<file path="src/rtl/conv_window_scheduler_pkg.sv">
// Shared types and constants for the 3x3 convolution window scheduler.
//   sched_state_t : scheduler FSM state encoding
//   PIX_W, KERNEL : pixel width and kernel edge length
//   DEF_*         : default image geometry and MAC pipeline depth
//   clog2_min1    : address width helper that never returns zero
package conv_pkg;

   typedef enum logic [2:0] {
      IDLE,
      WAIT_COEFF,
      STREAM,
      DRAIN,
      DONE
   } sched_state_t;

   localparam int PIX_W        = 8;
   localparam int KERNEL       = 3;
   localparam int DEF_IMG_W    = 8;
   localparam int DEF_IMG_H    = 8;
   localparam int DEF_PIPE_LAT = 3;

   function automatic int clog2_min1(input int n);
      return (n <= 2) ? 1 : $clog2(n);
   endfunction

endpackage

</file>
<file path="src/rtl/conv_window_scheduler_raster_counter.sv">
// Column/row raster counter used to generate image read coordinates.
// Ports:
//   clk, rst : clock, synchronous active-high reset
//   clr      : force both counters to zero (wins over en)
//   en       : advance one pixel; col wraps COLS-1 -> 0 and bumps row
//   col, row : current coordinate
//   last     : current coordinate is the final pixel (ROWS-1, COLS-1)
module raster_counter #(
   parameter int COLS = 8,
   parameter int ROWS = 8,
   parameter int CW   = 3,
   parameter int RW   = 3
) (
   input  logic          clk,
   input  logic          rst,
   input  logic          clr,
   input  logic          en,
   output logic [CW-1:0] col,
   output logic [RW-1:0] row,
   output logic          last
);

   localparam logic [CW-1:0] COL_MAX = CW'(COLS - 1);
   localparam logic [RW-1:0] ROW_MAX = RW'(ROWS - 1);

   logic [CW-1:0] col_q, col_d;
   logic [RW-1:0] row_q, row_d;

   always_comb begin
      col_d = col_q;
      row_d = row_q;
      if (clr) begin
         col_d = '0;
         row_d = '0;
      end else if (en) begin
         if (col_q == COL_MAX) begin
            col_d = '0;
            row_d = (row_q == ROW_MAX) ? '0 : row_q + 1'b1;
         end else begin
            col_d = col_q + 1'b1;
         end
      end
   end

   always_ff @(posedge clk) begin
      if (rst) begin
         col_q <= '0;
         row_q <= '0;
      end else begin
         col_q <= col_d;
         row_q <= row_d;
      end
   end

   assign col  = col_q;
   assign row  = row_q;
   assign last = (col_q == COL_MAX) && (row_q == ROW_MAX);

endmodule

</file>
<file path="src/rtl/conv_window_scheduler.sv">
// Sequences one full-frame 3x3 convolution pass: raster-reads the image
// memory, shifts the line buffer one cycle after each read, flags interior
// windows, tracks them through the MAC pipeline and addresses the result
// memory. A global stall freezes every piece of state.
// Ports:
//   clk, rst        : clock, synchronous active-high reset
//   start           : begin a pass (only looked at in IDLE)
//   coeff_ready     : filter coefficients are loaded
//   stall           : freeze all progress this cycle
//   rd_en, rd_addr  : image memory read strobe / address (row*IMG_W+col)
//   shift_en        : line buffer shifts in the memory read data
//   win_valid       : this shift completes an interior 3x3 window
//   mac_enable      : clock enable for the MAC pipeline registers
//   out_valid       : MAC result valid
//   data_write      : result memory write strobe
//   out_addr        : result memory write address
//   busy, done      : pass in progress / one-cycle end-of-pass pulse
//
// state      | meaning
// -----------+--------------------------------------------------------
// IDLE       | waiting for start
// WAIT_COEFF | start seen, waiting for coefficients; no reads
// STREAM     | issuing raster reads, one per unstalled cycle
// DRAIN      | reads finished; flushing the last shift and MAC pipeline
// DONE       | single-cycle done pulse, then back to IDLE
module conv_window_scheduler
   import conv_pkg::*;
#(
   parameter int IMG_W    = DEF_IMG_W,
   parameter int IMG_H    = DEF_IMG_H,
   parameter int PIPE_LAT = DEF_PIPE_LAT,
   parameter int AW       = clog2_min1(IMG_W * IMG_H),
   parameter int OW       = clog2_min1((IMG_W - 2) * (IMG_H - 2))
) (
   input  logic          clk,
   input  logic          rst,
   input  logic          start,
   input  logic          coeff_ready,
   input  logic          stall,
   output logic          rd_en,
   output logic [AW-1:0] rd_addr,
   output logic          shift_en,
   output logic          win_valid,
   output logic          mac_enable,
   output logic          out_valid,
   output logic          data_write,
   output logic [OW-1:0] out_addr,
   output logic          busy,
   output logic          done
);

   localparam int CW = clog2_min1(IMG_W);
   localparam int RW = clog2_min1(IMG_H);
   localparam logic [CW-1:0] COL_MIN = CW'(KERNEL - 1);
   localparam logic [RW-1:0] ROW_MIN = RW'(KERNEL - 1);

   sched_state_t state_q, state_d;

   logic [CW-1:0]       rd_col;
   logic [RW-1:0]       rd_row;
   logic                rd_last;

   logic                pend_q, pend_d;
   logic [CW-1:0]       pend_col_q, pend_col_d;
   logic [RW-1:0]       pend_row_q, pend_row_d;
   logic [PIPE_LAT-1:0] v_q, v_d;
   logic [OW-1:0]       out_addr_q, out_addr_d;

   // Counter is held at the origin outside STREAM so every pass, including
   // one following an aborted pass, begins at pixel 0.
   raster_counter #(
      .COLS (IMG_W),
      .ROWS (IMG_H),
      .CW   (CW),
      .RW   (RW)
   ) u_rd_cnt (
      .clk  (clk),
      .rst  (rst),
      .clr  (state_q != STREAM),
      .en   (rd_en),
      .col  (rd_col),
      .row  (rd_row),
      .last (rd_last)
   );

   always_ff @(posedge clk) begin
      if (rst) begin
         state_q <= IDLE;
      end else begin
         state_q <= state_d;
      end
   end

   always_comb begin
      state_d = state_q;
      if (!stall) begin
         case (state_q)
            IDLE:       if (start) state_d = coeff_ready ? STREAM : WAIT_COEFF;
            WAIT_COEFF: if (coeff_ready) state_d = STREAM;
            // Unstalled STREAM always issues a read, so last alone suffices.
            STREAM:     if (rd_last) state_d = DRAIN;
            DRAIN:      if (!pend_q && (v_q == '0)) state_d = DONE;
            DONE:       state_d = IDLE;
            default:    state_d = IDLE;
         endcase
      end
   end

   always_comb begin
      rd_en      = (state_q == STREAM) && !stall;
      mac_enable = ((state_q == STREAM) || (state_q == DRAIN)) && !stall;
      busy       = (state_q != IDLE);
      done       = (state_q == DONE);
   end

   // Datapath: a read is followed by its shift on the next unstalled cycle;
   // the read coordinate rides along so the window test can use it.
   always_comb begin
      pend_d     = rd_en | (pend_q & stall);
      pend_col_d = rd_en ? rd_col : pend_col_q;
      pend_row_d = rd_en ? rd_row : pend_row_q;

      v_d = v_q;
      if (!stall) begin
         v_d[0] = win_valid;
         for (int i = 1; i < PIPE_LAT; i++) begin
            v_d[i] = v_q[i-1];
         end
      end

      out_addr_d = out_addr_q;
      if ((state_q != STREAM) && (state_d == STREAM)) begin
         out_addr_d = '0;
      end else if (out_valid && !stall) begin
         // A stalled out_valid repeats the same write; advance only once.
         out_addr_d = out_addr_q + 1'b1;
      end
   end

   always_ff @(posedge clk) begin
      if (rst) begin
         pend_q     <= 1'b0;
         pend_col_q <= '0;
         pend_row_q <= '0;
         v_q        <= '0;
         out_addr_q <= '0;
      end else begin
         pend_q     <= pend_d;
         pend_col_q <= pend_col_d;
         pend_row_q <= pend_row_d;
         v_q        <= v_d;
         out_addr_q <= out_addr_d;
      end
   end

   assign rd_addr    = AW'(rd_row) * AW'(IMG_W) + AW'(rd_col);
   assign shift_en   = pend_q & ~stall;
   assign win_valid  = shift_en && (pend_row_q >= ROW_MIN) && (pend_col_q >= COL_MIN);
   assign out_valid  = v_q[PIPE_LAT-1];
   assign data_write = out_valid;
   assign out_addr   = out_addr_q;

endmodule

</file>
<file path="config.mk">
export PLATFORM = sky130hd
export DESIGN_NAME = conv_window_scheduler
export DESIGN_NICKNAME = d
export VERILOG_FILES = /design/src/rtl/conv_window_scheduler_pkg.sv /design/src/rtl/conv_window_scheduler_raster_counter.sv /design/src/rtl/conv_window_scheduler.sv
export SDC_FILE = /design/constraint.sdc
export NUM_CORES = 1
export LEC_CHECK = 0
export BUFFER_PORTS_ARGS = -buffer_cell sky130_fd_sc_hd__clkbuf_2
export CAP_MARGIN = 10
export CORE_MARGIN = 8
export CORE_UTILIZATION = 55
export CTS_CLUSTER_SIZE = 30
export DETAILED_ROUTE_END_ITERATION = 6
export GPL_TIMING_DRIVEN = 1
export MAX_ROUTING_LAYER = met4
export PLACE_DENSITY = 0.81
export SETUP_SLACK_MARGIN = 0.5
export SKIP_LAST_GASP = 1
export SLEW_MARGIN = 20
export SYNTH_ARGS = -nofsm -noshare
export SYNTH_HDL_FRONTEND = slang
export SYNTH_SLANG_ARGS = --single-unit
</file>
<file path="constraint.sdc">
create_clock -name clk -period 2.6 [get_ports clk]
set_input_delay 0.65 -clock clk [delete_from_list [all_inputs] [get_ports clk]]
set_output_delay 0.65 -clock clk [all_outputs]
set_load 0.02 [all_outputs]
</file>
; Yosys cells after proc, flatten, opt, wreduce, memory -nomap -nowiden
; Index checks and enable logic that the tools add are counted.
[totals]
regBits = 25
output_inout_bits = 20
[op_classes]
n_addsub = 4
n_lt_le_gt_ge = 2
n_eq_ne = 8
mux = 9
bitwise_logic = 4
n_reduce_logical = 17
[ops]
columns = op, count
row1 = $mux W3, 7
row2 = $pmux W3 S4, 1
row3 = $eq A3 B2 Y1 const B, 3
row4 = $eq A3 B3 Y1 const B, 3
row5 = $logic_and A1 B1 Y1, 8
row6 = $add A3 B1 Y3 const B, 2
row7 = $add A6 B1 Y6 const B, 1
row8 = $add A6 B3 Y6, 1
row9 = $ge A3 B2 Y1 const B, 2
row10 = $logic_not A3 Y1, 2
row11 = $reduce_or A2 Y1, 2
row12 = $eq A3 B1 Y1 const B, 1
row13 = $ne A3 B2 Y1 const B, 1
row14 = $reduce_bool A3 Y1, 1
row15 = $and A1 B1 Y1, 2
row16 = $logic_not A1 Y1, 2
row17 = $mux W2, 1
row18 = $reduce_and A2 Y1, 1
row19 = $logic_or A1 B1 Y1, 1
row20 = $not A1 Y1, 1
row21 = $or A1 B1 Y1, 1

; Depth between registers and ports, before layout
; Gate-level depths: netlist (run 1).
[logic_depth]
word_depth = 8
depth_mapped = 5

; Cells and area by module
; A second synthesis (run 1) with hierarchy kept.
[unflattened]
hier_cells = 117
area_unflattened_um2 = 1133.6
[by_module_without_submodules]
columns = mod, n_inst, cells_per_inst, area_each_um2
row1 = conv_window_scheduler, 1, 85, 809.5
row2 = raster_counter, 1, 32, 324.1

; Worst setup path after synthesis (run 1)
; No wires, ideal clock.
[synth_path]
path_type = input-to-output
start = input port stall
end = output port rd_en
t_arrival_ps = 1384
required_ps = 1950
setup_slack_ps = 566
cell_stages = 2
path_buffers = 0
cell_sequence = or4b_4 clkinv_1
[synth_via]
elab_chain_cells = 2
[synth_lines]
columns = element, line_no
row1 = start: declaration, conv_window_scheduler.sv:39  ; input logic stall,
row2 = $logic_not A1 Y1, conv_window_scheduler.sv:110  ; rd_en = (state_q == STREAM) && !stall;
row3 = $logic_and A1 B1 Y1, conv_window_scheduler.sv:110
row4 = end: declaration, conv_window_scheduler.sv:40  ; output logic rd_en,
; Every way passes these cells.

; Worst setup path in the final report (run 1)
; Ends and elaborated chain as after synthesis.

==> flow_metrics.py, run 1 <==
metrics = {
    "floorplanning": {
        "start_util_pct": 56.1,
        "chipWidth_um": 59.8,
        "die_h_um": 59.8,
        "die_area_um2": 3580,
        "ios": 25,
        "core_area_um2": 1880,
        "row_count": 16,
    },
    "clocking": {
        "clock_path_buffers": 2,
        "htreeDepth": 1,
        "numCtsBuffers": 3,
        "cts_root_buffer": "clkbuf_4",
        "cts_tree": "done",
        "clkSinkCount": 23,
        "clkLatencyLatePin_ns": 0.31,
        "postCtsHoldBufs": 0,
        "clk_pin_slew_ns": 0.12,
    },
    "finish": {
        "syn_to_final_growth_pct": 22.7,
        "antenna_cells": 0,
        "drive_gt1_share_pct": 27.6,
        "finalNetCount": 163,
    },
    "detailed_routing": {
        "ant_nets": 0,
        "remaining_drc_errors": 0,
        "vias_per_cell": 5.42,
        "drt-pass1-iter-count": 5,
        "dr_total_vias": 971,
        "wl_per_cell_um": 13.4,
        "wl_mm": 2.39,
        "dr.first_iter.drc_count": 29,
    },
    "logic_synthesis": {
        "synth_area_um2": 1060,
        "ys_async_sr_fraction_pct": 0,
        "synth_flop_cell": "dfxtp_1",
        "synth-edff-count": 0,
        "synth_common_cells": "dfxtp_1 (23), a21oi_1 (17), nand2_1 (17)",
        "synth.top_cell.area_share_pct": 43.6,
        "synth.most_common_cell": "dfxtp_1",
        "synthCells": 123,
        "synth_area_leaders": "dfxtp_1 (44%), a21oi_1 (8.1%), nand2_1 (6.0%)",
        "synthesis.nets": 133,
        "yosys_warnings": 0,
        "yosysTopAreaCell": "dfxtp_1",
        "synth_cell_type_count": 35,
        "avgSynthCellArea_um2": 8.59,
        "ys_ff_latch": 23,
        "synth-seq-area-share_pct": 43.6,
    },
    "placed_design": {
        "dpl.hpwl_mm": 1.73,
        "port_buffers": 24,
        "place_congestion": 0.817,
    },
    "global_route": {
        "grt_pass1_wl_mm": 3.84,
        "antenna_found_initial": 0,
        "grt.total_usage_pct": 14.0,
        "grt_max_degree": 15,
        "grt_pass1_vias": 885,
        "grt-ovfl-total": 0,
    },
    "power": {
        "finalPower_mw": 0.572,
        "ir_worst_vdd_v": 0.000379,
        "power_density_nw_per_um2": 442,
        "p_leak_nw": 0.561,
    },
    "sta": {
        "slew_headroom_pct": 62.7,
        "skew_ns": 0.00628,
        "setup_violations": 0,
        "hold_viol": 0,
        "worst_pin_slew_ns": 0.554,
        "layout_min_cycle_time_ns": 2.13,
        "setup_tns_ns": 0,
        "whs_ns": 0.473,
        "drv_slew": 0,
        "rsz0062_at_grt": "yes",
        "max_clock_freq_mhz": 469,
        "fin_crit_sh_pct": 82.1,
    },
    "worst_setup_path": {
        "arrival_ns": 1.48,
        "crit_top_cell": "buf_6",
        "crit_type": "in2out",
        "start_kind": "primary input",
        "crit_fanout": 2,
        "cpPeakStageDelay_ns": 0.56,
        "crit_slowest_cell": "or4b_4",
        "crit_chain": "buf_6 -> or4b_4 -> clkinv_4 -> buf_6",
        "critPathRequiredTime_ns": 1.95,
        "cp-end-kind": "output pin",
    },
    "run": {
        "maxCapViolations": 0,
    },
    "min_path": {
        "worstHoldPathType": "reg2reg",
    },
    "status": {
        "status": "complete, no violations",
    },
}
## worst paths after layout
| path | start | end | slack, ns | depth (start not counted) |
|---|---|---|---|---|
| worst max-delay path | stall | rd_en | 0.47 | 4 |
| worst min-delay path | pend_row_q[2] | pend_row_q[2] | 0.47 | 2 |
| worst max register to register | state_q[0] | u_rd_cnt.row[0] | 0.87 | 4 |
| worst min register to register | pend_row_q[2] | pend_row_q[2] | 0.47 | 2 |
## layer usage
layer	vias up	routed length [um]	track usage (%)
met1	450	1060	16.6
li1	491	-	-
met2	25	1190	23.1
met4	0	34	6.12
met3	5	102	1.94
met5	-	0	-
## metrics by stage
stage	area, um^2	setup slack (ns)	instances	utilization, %
after floorplan	1060	0.566	123	-
after global placement	1190	0.316	170	63.4
after detailed placement	1190	0.304	170	63.4
after CTS	1240	0.462	175	66.0
after global routing	1300	0.457	179	68.9
final	1300	0.466	179	68.9
## cell usage in the layout (no fill, tap or decap), drive strengths merged, types with 2 or more instances in the layout
master  netlist  final
a21oi        17     17
buf           4     11
clkbuf        3     25
dfxtp        23     23
ha            5      5
inv           3      3
mux2i         3      3
nand2        17     17
nand2b        4      4
nand3         3      3
nand4         2      2
nor2          9      9
o21ai         5      5
or3           5      5
or4           2      2
xor2          2      2
## final cells by class
cell class | instances | area, um^2
Tap cell | 27 | 33.8
Fill cell | 167 | 586
Sequential cell | 23 | 472
Inverter | 4 | 20.0
Multi-Input combinational cell | 89 | 549
Clock buffer | 4 | 26.3
Timing Repair Buffer | 32 | 195
## registers in the layout, indices dropped and copies added, names as in the netlist, named ones only
signal        cells
out_addr          6
v_q               3
u_rd_cnt.row      3
pend_col_q        2
u_rd_cnt.col      3
state_q           3
pend_row_q        2
## report_power, final
part | total [mW] | internal, mW | leakage, nW | switching, mW
Combinational | 0.0517 | 0.0225 | 0.358 | 0.0292
Clock | 0.163 | 0.0599 | 0.0150 | 0.103
Sequential | 0.358 | 0.353 | 0.188 | 0.00448
## critical path, delay by kind of cell
kind / cells / cell delay [ns]
AND/OR/NAND/NOR: 1 / 0.56
buffers and inverters: 3 / 0.27
## repair_timing
action,CTS,global route
gates resized for setup,7,9
setup buffers,1,4
setup endpoints to repair,2,2
pin swaps,1,1
## logic make-up (layout without fill, tap and decap cells)
logic type      Yosys count  in the layout  synth area share (%)
buf+inv                  11             40                  5.09
flops                    23             23                  43.6
xor+xnor                  2              2                  1.66
fa+ha+maj                 5              5                  5.92
compound gates           31             31                  17.8
mux                       3              3                  2.84
simple gates             48             48                  23.1
Note: power is estimated with default switching activity, not from simulation.
==> inputs of run 2 (changes only) <==
ABC_AREA = 1   (was not set)
CORE_UTILIZATION = 47   (was 55)
PLACE_DENSITY = 0.73   (was 0.81)
clock period = 1.9 ns   (was 2.6 ns; I/O delays follow)
==> flow_metrics.py, run 2 <==
metrics = {
    "status": {
        "status": "complete, no violations",
    },
    "placed_design": {
        "port_buffers": 24,
        "dpl.hpwl_mm": 1.94,
        "place_ws_ns": 0.257,
        "place_inst": 215,
        "place_congestion": 0.864,
    },
    "detailed_routing": {
        "drt-pass1-iter-count": 4,
        "dr_total_vias": 1210,
        "wl_mm": 3.05,
        "remaining_drc_errors": 0,
        "ant_nets": 0,
        "wl_per_cell_um": 12.8,
        "dr.first_iter.drc_count": 65,
        "vias_per_cell": 5.06,
    },
    "global_route": {
        "grt_use_met1_pct": 14.4,
        "antenna_found_initial": 0,
        "gr-max-usage-layer": "met2",
        "grt_max_degree": 14,
        "grt.total_usage_pct": 13.5,
        "met2_usage_pct": 23.7,
        "grt_pass1_wl_mm": 4.55,
        "grt-ovfl-total": 0,
        "grtUsageMet3_pct": 3.40,
        "grt_pass1_vias": 1074,
    },
    "worst_setup_path": {
        "cpPeakStageDelay_ns": 0.39,
        "crit_chain": "inv_4 -> nor2_4 -> inv_2 -> nor2_4 -> inv_2 -> nor2_4 -> buf_8",
        "crit_slowest_cell": "dfxtp_4",
        "r2r_start": "state_q[1]",
        "crit_family": "flip-flops",
        "crit_type": "reg2out",
        "critPathRequiredTime_ns": 1.42,
        "crit_start": "state_q[1]",
        "cp-end-kind": "output pin",
        "arrival_ns": 1.30,
        "crit_top_cell": "nor2_4",
        "path_buf_inv": 4,
        "start_kind": "flip-flop",
        "crit_fanout": 2,
    },
    "sta": {
        "skew_ns": 0.0109,
        "layout_min_cycle_time_ns": 1.78,
        "worst_slack_ns": 0.122,
        "slew_headroom_pct": 81.3,
        "fin_crit_sh_pct": 93.6,
        "drv_slew": 0,
        "rsz0062_at_grt": "yes",
        "setup_tns_ns": 0,
        "max_clock_freq_mhz": 562,
        "setup_violations": 0,
        "worst_pin_slew_ns": 0.281,
        "hold_viol": 0,
    },
    "clocking": {
        "clk_pin_slew_ns": 0.13,
        "cts_root_buffer": "clkbuf_4",
        "clkSinkCount": 23,
        "htreeDepth": 1,
        "clock_path_buffers": 2,
        "cts_tree": "done",
        "numCtsBuffers": 3,
        "clkLatencyLatePin_ns": 0.31,
        "postCtsHoldBufs": 0,
    },
    "floorplanning": {
        "row_count": 18,
        "core_area_um2": 2390,
        "chipWidth_um": 65.5,
        "die_h_um": 65.5,
        "start_util_pct": 48.2,
        "ios": 25,
        "die_area_um2": 4290,
    },
    "finish": {
        "drive_gt1_share_pct": 48.8,
        "antenna_cells": 0,
        "largest_register_ffs": 6,
        "final_cell_mix": "nand2_1 (40), nor2_1 (24), buf_4 (16), dfxtp_2 (11), clkbuf_2 (11)",
        "stdcell_count": 239,
        "syn_to_final_growth_pct": 53.9,
        "finalNetCount": 220,
        "nFillCells": 179,
        "final_common_cell": "nand2_1",
    },
    "logic_synthesis": {
        "avgSynthCellArea_um2": 7.06,
        "synth.top_cell.area_share_pct": 40.0,
        "synth-edff-count": 0,
        "synth-seq-area-share_pct": 40.0,
        "synth_cell_type_count": 25,
        "yosys_warnings": 0,
        "ys_ff_latch": 23,
        "synth.most_common_cell": "nand2_1",
        "synthesis.nets": 173,
        "synth_area_leaders": "dfxtp_1 (40%), nand2_1 (14%), nor2_1 (9.8%)",
        "synth_flop_cell": "dfxtp_1",
        "synth_area_um2": 1150,
        "ys_async_sr_fraction_pct": 0,
        "synth_common_cells": "nand2_1 (43), nor2_1 (30), dfxtp_1 (23)",
        "yosysTopAreaCell": "dfxtp_1",
        "synthCells": 163,
    },
    "power": {
        "ir_worst_vdd_v": 0.000434,
        "p_comb_share_pct": 20.5,
        "clockPowerShare_pct": 25.0,
        "power_density_nw_per_um2": 505,
        "internal_power_mw": 0.644,
        "seq_power_share_pct": 54.4,
        "p_sw_mw": 0.251,
        "p_leak_nw": 0.796,
        "switching_share_pct": 28.1,
    },
    "run": {
        "maxCapViolations": 0,
    },
    "min_path": {
        "hold_start": "stall",
        "worstHoldPathType": "in2reg",
    },
}
-- run 2: cell types whose count changed after synthesis, sizes merged, moves of 3 or more --
cell    previous run  this run
nand3              3         9
or3                5         0
mux2i              3         0
nor2               9        33
nand2b             4         0
a21oi             17        13
nand2             17        43
inv                3        18
-- run 2: worst reg2reg max path: cells and delay by family, from the launching register on --
family	cells	cell delay (ns)
simple gates	6	0.42
flops	1	0.39
compound gates	2	0.39
buf+inv	3	0.28
-- run 2: path summary, 6_finish.rpt --
check	slack, ns	cells past startpoint	to
max	0.12	7	rd_en
min	0.46	3	v_q[2]
max reg2reg	0.32	11	out_addr[2]
min reg2reg	0.47	2	pend_row_q[2]
-- run 2: timing repair --
action / CTS / global route
cloned: 0 / 1
endpoints found under the setup margin: 25 / 34
setup buffers: 12 / 7
pin swaps: 16 / 14
resized for setup: 28 / 53
-- run 2: per-stage QoR --
stage / instance area [um^2] / power, mW / hold WS [ns] / util [%]
after detailed placement: 1370 / 0.610 / 0.454 / 57.5
after floorplan: 1250 / 0.588 / 0.441 / -
after global routing: 1770 / 0.937 / 0.471 / 74.2
after global placement: 1370 / 0.608 / 0.450 / 57.5
final: 1770 / 0.895 / 0.463 / 74.2
after CTS: 1580 / 0.856 / 0.439 / 66.4
-- run 2: cells by family after synthesis --
| group | after synthesis | share of synthesized area, % |
|---|---|---|
| simple gates | 87 | 31.7 |
| flops | 23 | 40.0 |
| buf+inv | 22 | 8.26 |
| compound gates | 21 | 10.8 |
| xor+xnor | 5 | 3.80 |
| fa+ha+maj | 5 | 5.43 |
-- run 2: per-layer routing --
metal / vias to the layer above / share of wire (%)
met2: 32 / 52
met4: 0 / 2.1
met5: - / 0
met3: 8 / 5.5
met1: 560 / 41
li1: 610 / -
-- run 2: power by group through the flow --
stage	clock network (mW)	registers, mW	logic, mW
after CTS	0.225	0.489	0.142
after floorplan	0	0.500	0.0882
after global placement	0	0.501	0.108
after detailed placement	0	0.501	0.109
after global routing	0.250	0.488	0.198
final	0.224	0.487	0.184
-- run 2: layout make-up --
cell class | instances | area (um^2) | area share (%)
well taps | 30 | 37.5 | 2.12
repair buffers | 46 | 400 | 22.6
clock buffers | 3 | 22.5 | 1.27
multi-input cells | 118 | 737 | 41.6
inverters | 18 | 72.6 | 4.10
flip-flops and latches | 23 | 497 | 28.0
clock inverters | 1 | 5.00 | 0.282
==> inputs of run 3 (changes only) <==
CORE_UTILIZATION = 56   (was 47)
PLACE_DENSITY = 0.82   (was 0.73)
RECOVER_POWER = 25   (was not set)
SLEW_MARGIN = not set   (was 20)
clock period = 2.1 ns   (was 1.9 ns; I/O delays follow)
==> flow_metrics.py, run 3 (synthesis results as in run 2) <==
metrics = {
    "clocking": {
        "clock_path_buffers": 2,
        "numCtsBuffers": 3,
        "htreeDepth": 1,
        "clkLatencyLatePin_ns": 0.31,
        "clkSinkCount": 23,
        "postCtsHoldBufs": 0,
        "clk_pin_slew_ns": 0.13,
        "cts_tree": "done",
        "cts_root_buffer": "clkbuf_4",
    },
    "worst_setup_path": {
        "arrival_ns": 1.34,
        "crit_type": "in2out",
        "cp-end-kind": "output pin",
        "reg2reg_depth": 10,
        "critPathRequiredTime_ns": 1.57,
        "start_kind": "primary input",
        "crit_fanout": 8,
        "crit_chain": "clkbuf_1 -> nor4_1 -> buf_4",
        "crit_slowest_cell": "nor4_1",
        "cpPeakStageDelay_ns": 0.39,
    },
    "finish": {
        "syn_to_final_growth_pct": 39.6,
        "finalNetCount": 218,
        "drive_gt1_share_pct": 36.2,
        "antenna_cells": 0,
        "nFillCells": 137,
        "final_cell_mix": "nand2_1 (42), nor2_1 (25), buf_4 (19), dfxtp_1 (14), clkbuf_2 (13)",
        "largest_register_ffs": 6,
        "final_common_cell": "nand2_1",
    },
    "sta": {
        "setup_violations": 0,
        "whs_ns": 0.477,
        "layout_min_cycle_time_ns": 1.86,
        "rsz0062_at_grt": "yes",
        "fin_crit_sh_pct": 88.8,
        "drv_slew": 0,
        "setup_tns_ns": 0,
        "worst_pin_slew_ns": 0.461,
        "slew_headroom_pct": 69.3,
        "max_clock_freq_mhz": 536,
        "skew_ns": 0.00937,
        "hold_viol": 0,
    },
    "detailed_routing": {
        "wl_per_cell_um": 13.0,
        "dr.first_iter.drc_count": 36,
        "remaining_drc_errors": 0,
        "dr_total_vias": 1181,
        "ant_nets": 0,
        "wl_mm": 3.03,
        "drt-pass1-iter-count": 4,
        "vias_per_cell": 5.05,
    },
    "power": {
        "power_density_nw_per_um2": 498,
        "ir_worst_vdd_v": 0.000499,
        "p_leak_nw": 0.721,
    },
    "floorplanning": {
        "die_area_um2": 3760,
        "start_util_pct": 59.3,
        "ios": 25,
        "chipWidth_um": 61.3,
        "row_count": 16,
        "die_h_um": 61.3,
        "core_area_um2": 1940,
    },
    "global_route": {
        "grt.total_usage_pct": 15.8,
        "grt-ovfl-total": 0,
        "antenna_found_initial": 0,
        "grt_pass1_vias": 1086,
        "grt_max_degree": 14,
        "grt_pass1_wl_mm": 4.48,
    },
    "status": {
        "status": "complete, no violations",
    },
    "placed_design": {
        "dpl.hpwl_mm": 1.87,
        "place_congestion": 0.884,
        "port_buffers": 24,
    },
    "min_path": {
        "hold_depth": 2,
        "worstHoldPathType": "reg2reg",
    },
    "run": {
        "maxCapViolations": 0,
    },
}
## run 3: cell type report
cell class | instances | area [um^2] | area share (%)
clock buffers | 3 | 22.5 | 1.40
clock inverters | 1 | 5.00 | 0.312
inverters | 18 | 72.6 | 4.52
multi-input cells | 118 | 687 | 42.8
flip-flops and latches | 23 | 477 | 29.7
well taps | 27 | 33.8 | 2.10
repair buffers | 44 | 309 | 19.2
## run 3: stage by stage
step	power, mW	std cells	utilization (%)	cell area (um^2)	setup slack, ns
2_1_floorplan	0.532	163	-	1180	0.502
3_3_place_gp	0.551	212	67.8	1320	0.383
3_5_place_dp	0.554	212	67.8	1320	0.363
4_1_cts	0.772	225	76.2	1480	0.283
5_1_grt	0.832	234	82.7	1610	0.130
6_report	0.799	234	82.7	1610	0.236
## run 3: report_power, final
group | internal [mW] | switching (mW) | leakage (nW)
Sequential | 0.439 | 0.00599 | 0.190
Clock | 0.0711 | 0.132 | 0.0177
Combinational | 0.0666 | 0.0850 | 0.513
Total | 0.576 | 0.223 | 0.721
## run 3: timing repair
item                                    4_1_cts  5_1_grt
endpoints found under the setup margin       12       12
pin swaps                                     5       12
resized for setup                            24       30
buffers inserted                              9        9
## run 3: final timing paths
kind	start	to	slack (ns)
max	stall	win_valid	0.24
min	pend_col_q[1]	pend_col_q[1]	0.48
min reg2reg	pend_col_q[1]	pend_col_q[1]	0.48
max reg2reg	u_rd_cnt.row[1]	out_addr[1]	0.37
## run 3: worst max-delay path, delay by kind of cell
| kind | cells | cell delay (ns) |
|---|---|---|
| buf+inv | 2 | 0.43 |
| simple gates | 1 | 0.39 |
## run 3: routing by layer
layer	up-vias	global-route usage [%]	part of all wire, %
met5	-	-	0
met4	0	6.49	1.7
met3	6	2.92	6.3
met2	51	27.2	51
met1	527	17.6	41
li1	597	-	-
